`src/rtl/imem_arbiter_if.sv`:
```
// Bus bundle for the instruction-memory arbiter.
// Groups the loader request channel, the fetch request/response channel,
// the memory port and the status flags.
//   slave  : the arbiter's view (takes requests, drives the memory port)
//   master : the environment's view (requesters, memory, status observer)
interface imem_arbiter_if;
    // loader write channel
    logic        ld_valid;
    logic [31:0] ld_addr;
    logic [31:0] ld_data;
    logic        ld_ready;
    logic        boot_done;
    // fetch read channel
    logic        f_valid;
    logic [31:0] f_addr;
    logic        f_ready;
    logic [31:0] f_rdata;
    logic        f_rvalid;
    // memory port (registered read data, one-cycle latency)
    logic [31:0] mem_addr;
    logic [31:0] mem_wdata;
    logic        mem_rw;
    logic [31:0] mem_rdata;
    // status
    logic        running;
    logic        err;

    modport slave (
        input  ld_valid, ld_addr, ld_data, boot_done,
        input  f_valid, f_addr, mem_rdata,
        output ld_ready, f_ready, f_rdata, f_rvalid,
        output mem_addr, mem_wdata, mem_rw, running, err
    );

    modport master (
        output ld_valid, ld_addr, ld_data, boot_done,
        output f_valid, f_addr, mem_rdata,
        input  ld_ready, f_ready, f_rdata, f_rvalid,
        input  mem_addr, mem_wdata, mem_rw, running, err
    );
endinterface

```
`src/rtl/imem_arbiter.sv`:
```
// Instruction-memory arbiter between a boot loader (writes) and an
// instruction fetch unit (reads) sharing one single-port memory.
//   clk   : system clock, rising edge
//   reset : asynchronous, active-low
//   bus   : imem_arbiter_if.slave (loader channel, fetch channel,
//           memory port, running/err status)
// BOOT only serves the loader. RUN grants at most one requester per cycle,
// loader first, except that fetch wins after MAX_WAIT consecutive losses.
module imem_arbiter #(
    parameter int ADDR_BITS = 5,
    parameter int MAX_WAIT  = 4
) (
    input  logic          clk,
    input  logic          reset,
    imem_arbiter_if.slave bus
);

    localparam int WAIT_W = (MAX_WAIT < 1) ? 1 : $clog2(MAX_WAIT + 1);
    localparam logic [WAIT_W-1:0] WAIT_MAX = WAIT_W'(MAX_WAIT);

    typedef enum logic {
        ST_BOOT = 1'b0,
        ST_RUN  = 1'b1
    } state_t;

    state_t            state_reg, state_next;
    logic [WAIT_W-1:0] wait_reg, wait_next;
    logic              err_reg, err_next;
    logic              rvalid_reg;

    logic ld_grant;
    logic f_grant;
    logic ld_in_range;
    logic ld_issue;

    // Any address bit at or above ADDR_BITS puts the write outside the array.
    assign ld_in_range = ((bus.ld_addr >> ADDR_BITS) == 32'd0);

    // ---------------------------------------------------------------
    // State register
    // ---------------------------------------------------------------
    always_ff @(posedge clk or negedge reset) begin
        if (!reset) begin
            state_reg  <= ST_BOOT;
            wait_reg   <= '0;
            err_reg    <= 1'b0;
            rvalid_reg <= 1'b0;
        end else begin
            state_reg  <= state_next;
            wait_reg   <= wait_next;
            err_reg    <= err_next;
            rvalid_reg <= f_grant;
        end
    end

    // ---------------------------------------------------------------
    // Next-state logic
    // ---------------------------------------------------------------
    always_comb begin
        state_next = state_reg;
        wait_next  = wait_reg;
        err_next   = err_reg | (ld_grant & ~ld_in_range);

        // A pending loader write keeps us in BOOT until it has gone through.
        if (state_reg == ST_BOOT && bus.boot_done && !bus.ld_valid) begin
            state_next = ST_RUN;
        end

        if (state_reg == ST_RUN) begin
            if (f_grant) begin
                wait_next = '0;
            end else if (bus.f_valid && wait_reg != WAIT_MAX) begin
                wait_next = wait_reg + WAIT_W'(1);
            end
        end
    end

    // ---------------------------------------------------------------
    // Output logic: grants and memory drive
    // ---------------------------------------------------------------
    always_comb begin
        ld_grant = 1'b0;
        f_grant  = 1'b0;

        // Grants are suppressed while reset is held so nothing reaches memory.
        if (reset) begin
            if (state_reg == ST_BOOT) begin
                ld_grant = bus.ld_valid;
            end else if (bus.ld_valid && bus.f_valid) begin
                if (wait_reg == WAIT_MAX) begin
                    f_grant = 1'b1;
                end else begin
                    ld_grant = 1'b1;
                end
            end else begin
                ld_grant = bus.ld_valid;
                f_grant  = bus.f_valid;
            end
        end

        // Out-of-range writes are acknowledged but never reach the memory.
        ld_issue = ld_grant & ld_in_range;

        bus.ld_ready  = ld_grant;
        bus.f_ready   = f_grant;

        // Idle default is a read of address 0: never an accidental write.
        bus.mem_rw    = 1'b1;
        bus.mem_addr  = 32'd0;
        bus.mem_wdata = 32'd0;
        if (ld_issue) begin
            bus.mem_rw    = 1'b0;
            bus.mem_addr  = bus.ld_addr;
            bus.mem_wdata = bus.ld_data;
        end else if (f_grant) begin
            bus.mem_addr  = bus.f_addr;
        end

        // mem_rdata belongs to the read issued last cycle; a write issued this
        // cycle only changes what the memory returns next cycle.
        bus.f_rvalid = rvalid_reg;
        bus.f_rdata  = rvalid_reg ? bus.mem_rdata : 32'd0;

        bus.running  = (state_reg == ST_RUN);
        bus.err      = err_reg;
    end

endmodule

```
`src/flat_wrapper.sv`:
```
// flat-port wrapper written by rule: the top's interface ports become plain ports
module imem_arbiter_flat 
#(
    parameter int ADDR_BITS = 5,
    parameter int MAX_WAIT  = 4
)
  (clk, reset, bus_ld_valid, bus_ld_addr, bus_ld_data, bus_boot_done, bus_f_valid, bus_f_addr, bus_mem_rdata, bus_ld_ready, bus_f_ready, bus_f_rdata, bus_f_rvalid, bus_mem_addr, bus_mem_wdata, bus_mem_rw, bus_running, bus_err);
  imem_arbiter_if bus_i ();
  input  logic clk;
  input  logic reset;
  input wire logic [$bits(bus_i.ld_valid)-1:0] bus_ld_valid;
  input wire logic [$bits(bus_i.ld_addr)-1:0] bus_ld_addr;
  input wire logic [$bits(bus_i.ld_data)-1:0] bus_ld_data;
  input wire logic [$bits(bus_i.boot_done)-1:0] bus_boot_done;
  input wire logic [$bits(bus_i.f_valid)-1:0] bus_f_valid;
  input wire logic [$bits(bus_i.f_addr)-1:0] bus_f_addr;
  input wire logic [$bits(bus_i.mem_rdata)-1:0] bus_mem_rdata;
  output wire logic [$bits(bus_i.ld_ready)-1:0] bus_ld_ready;
  output wire logic [$bits(bus_i.f_ready)-1:0] bus_f_ready;
  output wire logic [$bits(bus_i.f_rdata)-1:0] bus_f_rdata;
  output wire logic [$bits(bus_i.f_rvalid)-1:0] bus_f_rvalid;
  output wire logic [$bits(bus_i.mem_addr)-1:0] bus_mem_addr;
  output wire logic [$bits(bus_i.mem_wdata)-1:0] bus_mem_wdata;
  output wire logic [$bits(bus_i.mem_rw)-1:0] bus_mem_rw;
  output wire logic [$bits(bus_i.running)-1:0] bus_running;
  output wire logic [$bits(bus_i.err)-1:0] bus_err;
  assign bus_i.ld_valid = bus_ld_valid;
  assign bus_i.ld_addr = bus_ld_addr;
  assign bus_i.ld_data = bus_ld_data;
  assign bus_i.boot_done = bus_boot_done;
  assign bus_i.f_valid = bus_f_valid;
  assign bus_i.f_addr = bus_f_addr;
  assign bus_i.mem_rdata = bus_mem_rdata;
  assign bus_ld_ready = bus_i.ld_ready;
  assign bus_f_ready = bus_i.f_ready;
  assign bus_f_rdata = bus_i.f_rdata;
  assign bus_f_rvalid = bus_i.f_rvalid;
  assign bus_mem_addr = bus_i.mem_addr;
  assign bus_mem_wdata = bus_i.mem_wdata;
  assign bus_mem_rw = bus_i.mem_rw;
  assign bus_running = bus_i.running;
  assign bus_err = bus_i.err;
  imem_arbiter #(.ADDR_BITS(ADDR_BITS), .MAX_WAIT(MAX_WAIT)) u_core (.clk(clk), .reset(reset), .bus(bus_i));
endmodule
```
`config.mk`:
```
export PLATFORM = sky130hd
export DESIGN_NAME = imem_arbiter_flat
export DESIGN_NICKNAME = d
export VERILOG_FILES = /design/src/rtl/imem_arbiter_if.sv /design/src/rtl/imem_arbiter.sv /design/src/flat_wrapper.sv
export SDC_FILE = /design/constraint.sdc
export NUM_CORES = 1
export LEC_CHECK = 0
export CAP_MARGIN = 5
export CORE_AREA = 2 2 91 93
export DETAILED_ROUTE_END_ITERATION = 7
export DIE_AREA = 0 0 93 95
export PLACE_DENSITY_LB_ADDON = 0.05
export SLEW_MARGIN = 40
export SYNTH_ARGS = -nofsm -noshare
export SYNTH_HDL_FRONTEND = slang
export SYNTH_SLANG_ARGS = --single-unit
```
`constraint.sdc`:
```
create_clock -name clk -period 2.4 [get_ports clk]
set_input_delay 0.36 -clock clk [delete_from_list [all_inputs] [get_ports clk]]
set_output_delay 0.36 -clock clk [all_outputs]
set_load 0.005 [all_outputs]
```
; ---- Word-level counts from Yosys, hierarchy flattened
; Cells that the tools add are included.
[word_totals]
register_bits = 6
output_inout_bits = 102
word_cells = 35
[op_classes]
addsub = 1
eq_ne = 2
muxes = 15
n_bitwise = 5
n_reduce_logical = 8
[ops]
columns = op, n
row1 = two-way mux 32 bit, 4
row2 = zero test 32 bit, 1
row3 = two-way mux 1 bit, 9
row4 = two-way mux 3 bit, 2
row5 = logical AND 1 bit, 4
row6 = adder 3 x 1 -> 3 bit (second input constant), 1
row7 = == test 3 bit (second input constant), 1
row8 = inequality test 3 bit (second input constant), 1
row9 = bitwise AND 1 bit, 2
row10 = NOT 1 bit, 2
row11 = AND reduction 2 bit, 1
row12 = nonzero test 2 bit, 1
row13 = zero test 1 bit, 1
row14 = OR 1 bit, 1

; ---- Logic depth before layout (Yosys ltp)
; Gate-level depths: netlist of run 1.
[depth]
depth_word = 7
ltp_mapped = 7
mapped_depth_nobuf = 6

; ---- Worst setup path after synthesis of run 1
; No wires, ideal clock.
[synth_path]
path_type = reg-to-output
startpoint = reg u_core.wait_reg[0]
endpoint = out bus_mem_wdata[10]
t_arrival_ps = 1456
required_time_ps = 2040
path_slack_ps = 584
path_stages_with_launch = 8
path_buffers = 2
cell_sequence = dfrtp_1 inv_1 ha_1 and4_1 nor4_2 buf_4 buf_6 and2_1
[synth_between]
elab_chain_len = 7
[synth_rtl]
columns = element, line
row1 = start: declaration, imem_arbiter.sv:27  ; logic [WAIT_W-1:0] wait_reg, wait_next;
row2 = start signal: assignment, imem_arbiter.sv:50  ; wait_reg <= wait_next;
row3 = == test 3 bit, imem_arbiter.sv:90  ; if (wait_reg == WAIT_MAX) begin
row4 = two-way mux 1 bit, imem_arbiter.sv:90
row5 = two-way mux 1 bit, imem_arbiter.sv:89  ; end else if (bus.ld_valid && bus.f_valid) begin
row6 = two-way mux 1 bit, imem_arbiter.sv:87  ; if (state_reg == ST_BOOT) begin
row7 = two-way mux 1 bit, imem_arbiter.sv:86  ; if (reset) begin
row8 = bitwise AND 1 bit, imem_arbiter.sv:102  ; ld_issue = ld_grant & ld_in_range;
row9 = two-way mux 32 bit, imem_arbiter.sv:111  ; if (ld_issue) begin
row10 = end: declaration, flat_wrapper.sv:23  ; output wire logic [$bits(bus_i.mem_wdata)-1:0] bus_mem_wdata;
; Every way passes these cells.

; ---- Worst setup path after layout of run 1
[layout_path]
startpoint = reg u_core.wait_reg[0]
endpoint = out bus_mem_wdata[25]
; Same word-level chain as after synthesis.

==> results.md, run 1 <==
- Dpl cells: around 480
- Final setup TNS: 0 ps
- Worst hold-check path type: in2async
- Startpoint Class: flop
- Starting density of the core: 13.0%
- Yosys top cell by area: and2_1
- Asr flop ratio synth: between 90% and 100%
- Synth Register Bits: 6
- Sequential-to-total area share from yosys stat: between 10% and 20%
- Post-CTS Hold Fix Bufs: 0
- Run status: finished clean
- Worst-skew pair later-pin latency: between 200 and 250 ps
- RSZ-0062 raised after global routing: yes
- Clock Sinks: 6
- Max clock buf depth: 2
- Final period util: between 90% and 100%
- Final period demand of the worst path: between 2000 and 2500 ps
- Syn Area/Cell: 7.14 µm²
- Worst Skew: 2.42 ps
- Fin. max-slew vios: 0
- First-pass GRT wire length: slightly above 10000 µm
- Fmax: 426 MHz
- WL final: between 7000 and 8000 µm
- Cells after Synth: roughly 140
- Largest cells by area after synthesis: and2_1 55%, dfrtp_1 15%, a22o_1 6.0%
- Drt first pass iters: 2
- Largest net degree at the start of global routing: 34
- Overflow after GRT: 0
- Syn. warnings: 0
- Setup Viol. Count Final: 0
- Final HPWL DP: roughly 5500 µm
- Layout cell share with drive strength beyond 1: between 20% and 30%
- Post-synth EDFFs: 0
- Antenna-violating nets left: 0
- Fin nets: between 500 and 600
- Leak Pwr: roughly 1.7 nW
- Library cells used by synthesis: 24
- Row count: 33
- Final Hold Viols: 0
- CTS tree: done
- Dominant synthesized flop cell: dfrtp_1
- Utilization after layout: approximately half
- Critical R2R Capture: u_core.wait_reg[0]
- Power per standard cell area: ~210 nW/µm²
- Final setup margin: 50.9 ps
- Core Box Area: about 7900 µm²
- Critical Path RT: roughly 2000 ps
- Die W: roughly 93 µm
- VDD IR max: ~0.18 mV
- Total CTS buffers: 3
- I/O pins: approximately 240
- DRC Markers: 0
- Area delta synth->final: 272%
- Filler cell count: between 700 and 800
- CP startpoint: u_core.wait_reg[0]
- Final Hold Slack: 303 ps
- Vias in the first global route: roughly 1900
- Dpl ws: -451 ps
- Placer Congestion: approximately 0.74
- Tot GR Track Use: 14.7%
- DR WL/cell: about 15 µm
- Reg clk slew, reported paths: around 40 ps
- Initial drt markers: 12
- Critical Setup Path Class: reg2out
- Slew @ Worst Pin: ~300 ps
- H-tree depth: 1
- CP endpoint: bus_mem_wdata[25]
- R2R Setup Slk: about 620 ps
- CP endpoint kind: primary output
- Die area: slightly below 9000 µm²
- R2R cell count: 9
- DIE HEIGHT: ~95 µm
- Inserted Diodes: 0
- Port Buf Inserts: about 230
- Root buffer cell: clkbuf_8
- Non-filler cells, final: between 500 and 600
- Max-cap violations: 0
- Syn Nets: approximately 280
- Critical path arrival: 1990 ps
- Max reg flops: 3
- Top cell type's share of synthesized area: 55.4%
- Via count: 1982
- Critical R2R Launch: u_core.wait_reg[0]
- Initial antenna violation count: 0
- Vias/cell: roughly 3.9
- Mapped cell area: ~1000 µm²
- Rel. slew slack: roughly 80%
- Worst Path Max Fanout: 5
worst min path at each step:
stage                                endpoint
after floorplan                u_core.bus.err
after global placement         u_core.bus.err
after detailed placement       u_core.bus.err
after CTS                      u_core.bus.err
after global routing      u_core.bus.f_rvalid
final                      u_core.wait_reg[2]
final cells by class:
class,instances,area [µm²],area share (%)
clock buffers,3,41.3,1.08
inverters,4,15.0,0.392
multi-input cells,124,887,23.2
flip-flops and latches,6,150,3.92
well taps,105,131,3.43
repair buffers,267,2600,68.0
power by group:
| group | internal, mW | switching, mW | leakage, nW |
|---|---|---|---|
| clock network | 0.108 | 0.0462 | 0.0216 |
| registers | 0.124 | 0.0187 | 0.0679 |
| logic | 0.361 | 0.143 | 1.63 |
| total | 0.593 | 0.208 | 1.72 |
placed cells by master (no fill, tap or decap), drive strengths merged, types with 2 or more instances in the layout:
cell type | netlist | layout
a22o | 7 | 7
and2 | 91 | 91
buf | 3 | 51
clkbuf | 7 | 19
clkdlybuf4s15 | 0 | 17
clkdlybuf4s50 | 0 | 162
dfrtp | 6 | 6
dlygate4sd2 | 0 | 14
dlymetal6s2s | 0 | 7
ha | 2 | 2
inv | 4 | 4
nand2 | 2 | 2
nand3 | 2 | 2
nor2 | 2 | 2
nor4 | 7 | 7
per-stage QoR:
step | power (mW) | area (µm²)
floorplan | 0.258 | 1030
global placement | 0.618 | 3540
detailed placement | 0.620 | 3540
CTS | 0.795 | 3800
global route | 0.856 | 3830
finish | 0.801 | 3830
cell families (layout without fill, tap and decap cells):
group                      after synthesis  in the layout  synth area share (%)
adders and majority gates                2              2                  2.43
muxes                                    1              1                  1.09
AOI/OAI and AO/OA                       12             12                  9.12
buffers and inverters                   14            274                  6.93
DFF                                      6              6                  14.6
and+or+nand+nor                        109            109                  65.8
layer usage:
layer  track usage, %  part of all wire, %  vias up
li1                 -                    -      988
met1             16.1                   36      856
met2             27.9                   53      132
met3             5.35                   11        6
met4             1.84                 0.69        0
met5                0                    0        -
worst max-delay path: stages (launching register included):
cell	delay [ps]
dfrtp_1	360
inv_2	50
ha_2	190
and4_4	180
nor4_4	300
buf_6	200
clkbuf_16	160
and2_1	120
clkdlybuf4s15_1	200
what timing repair did:
action / 4_1_cts / 5_1_grt
pin swaps: 10 / 7
gates cloned: 6 / 3
resized for setup: 164 / 55
endpoints found under the setup margin: 65 / 58
buffers inserted: 14 / 7
cell usage after synthesis (all sizes together) (2+ instances only):
cell type   n
and2       91
a22o        7
clkbuf      7
nor4        7
dfrtp       6
inv         4
buf         3
ha          2
nand2       2
nand3       2
nor2        2
Power figures use the tool's default switching activity.
==> run 2: changes to the inputs <==
CAP_MARGIN = 20   (was 5)
==> results of run 2 <==
Same layout as run 1: the final DEF is identical, and so are final timing and power.
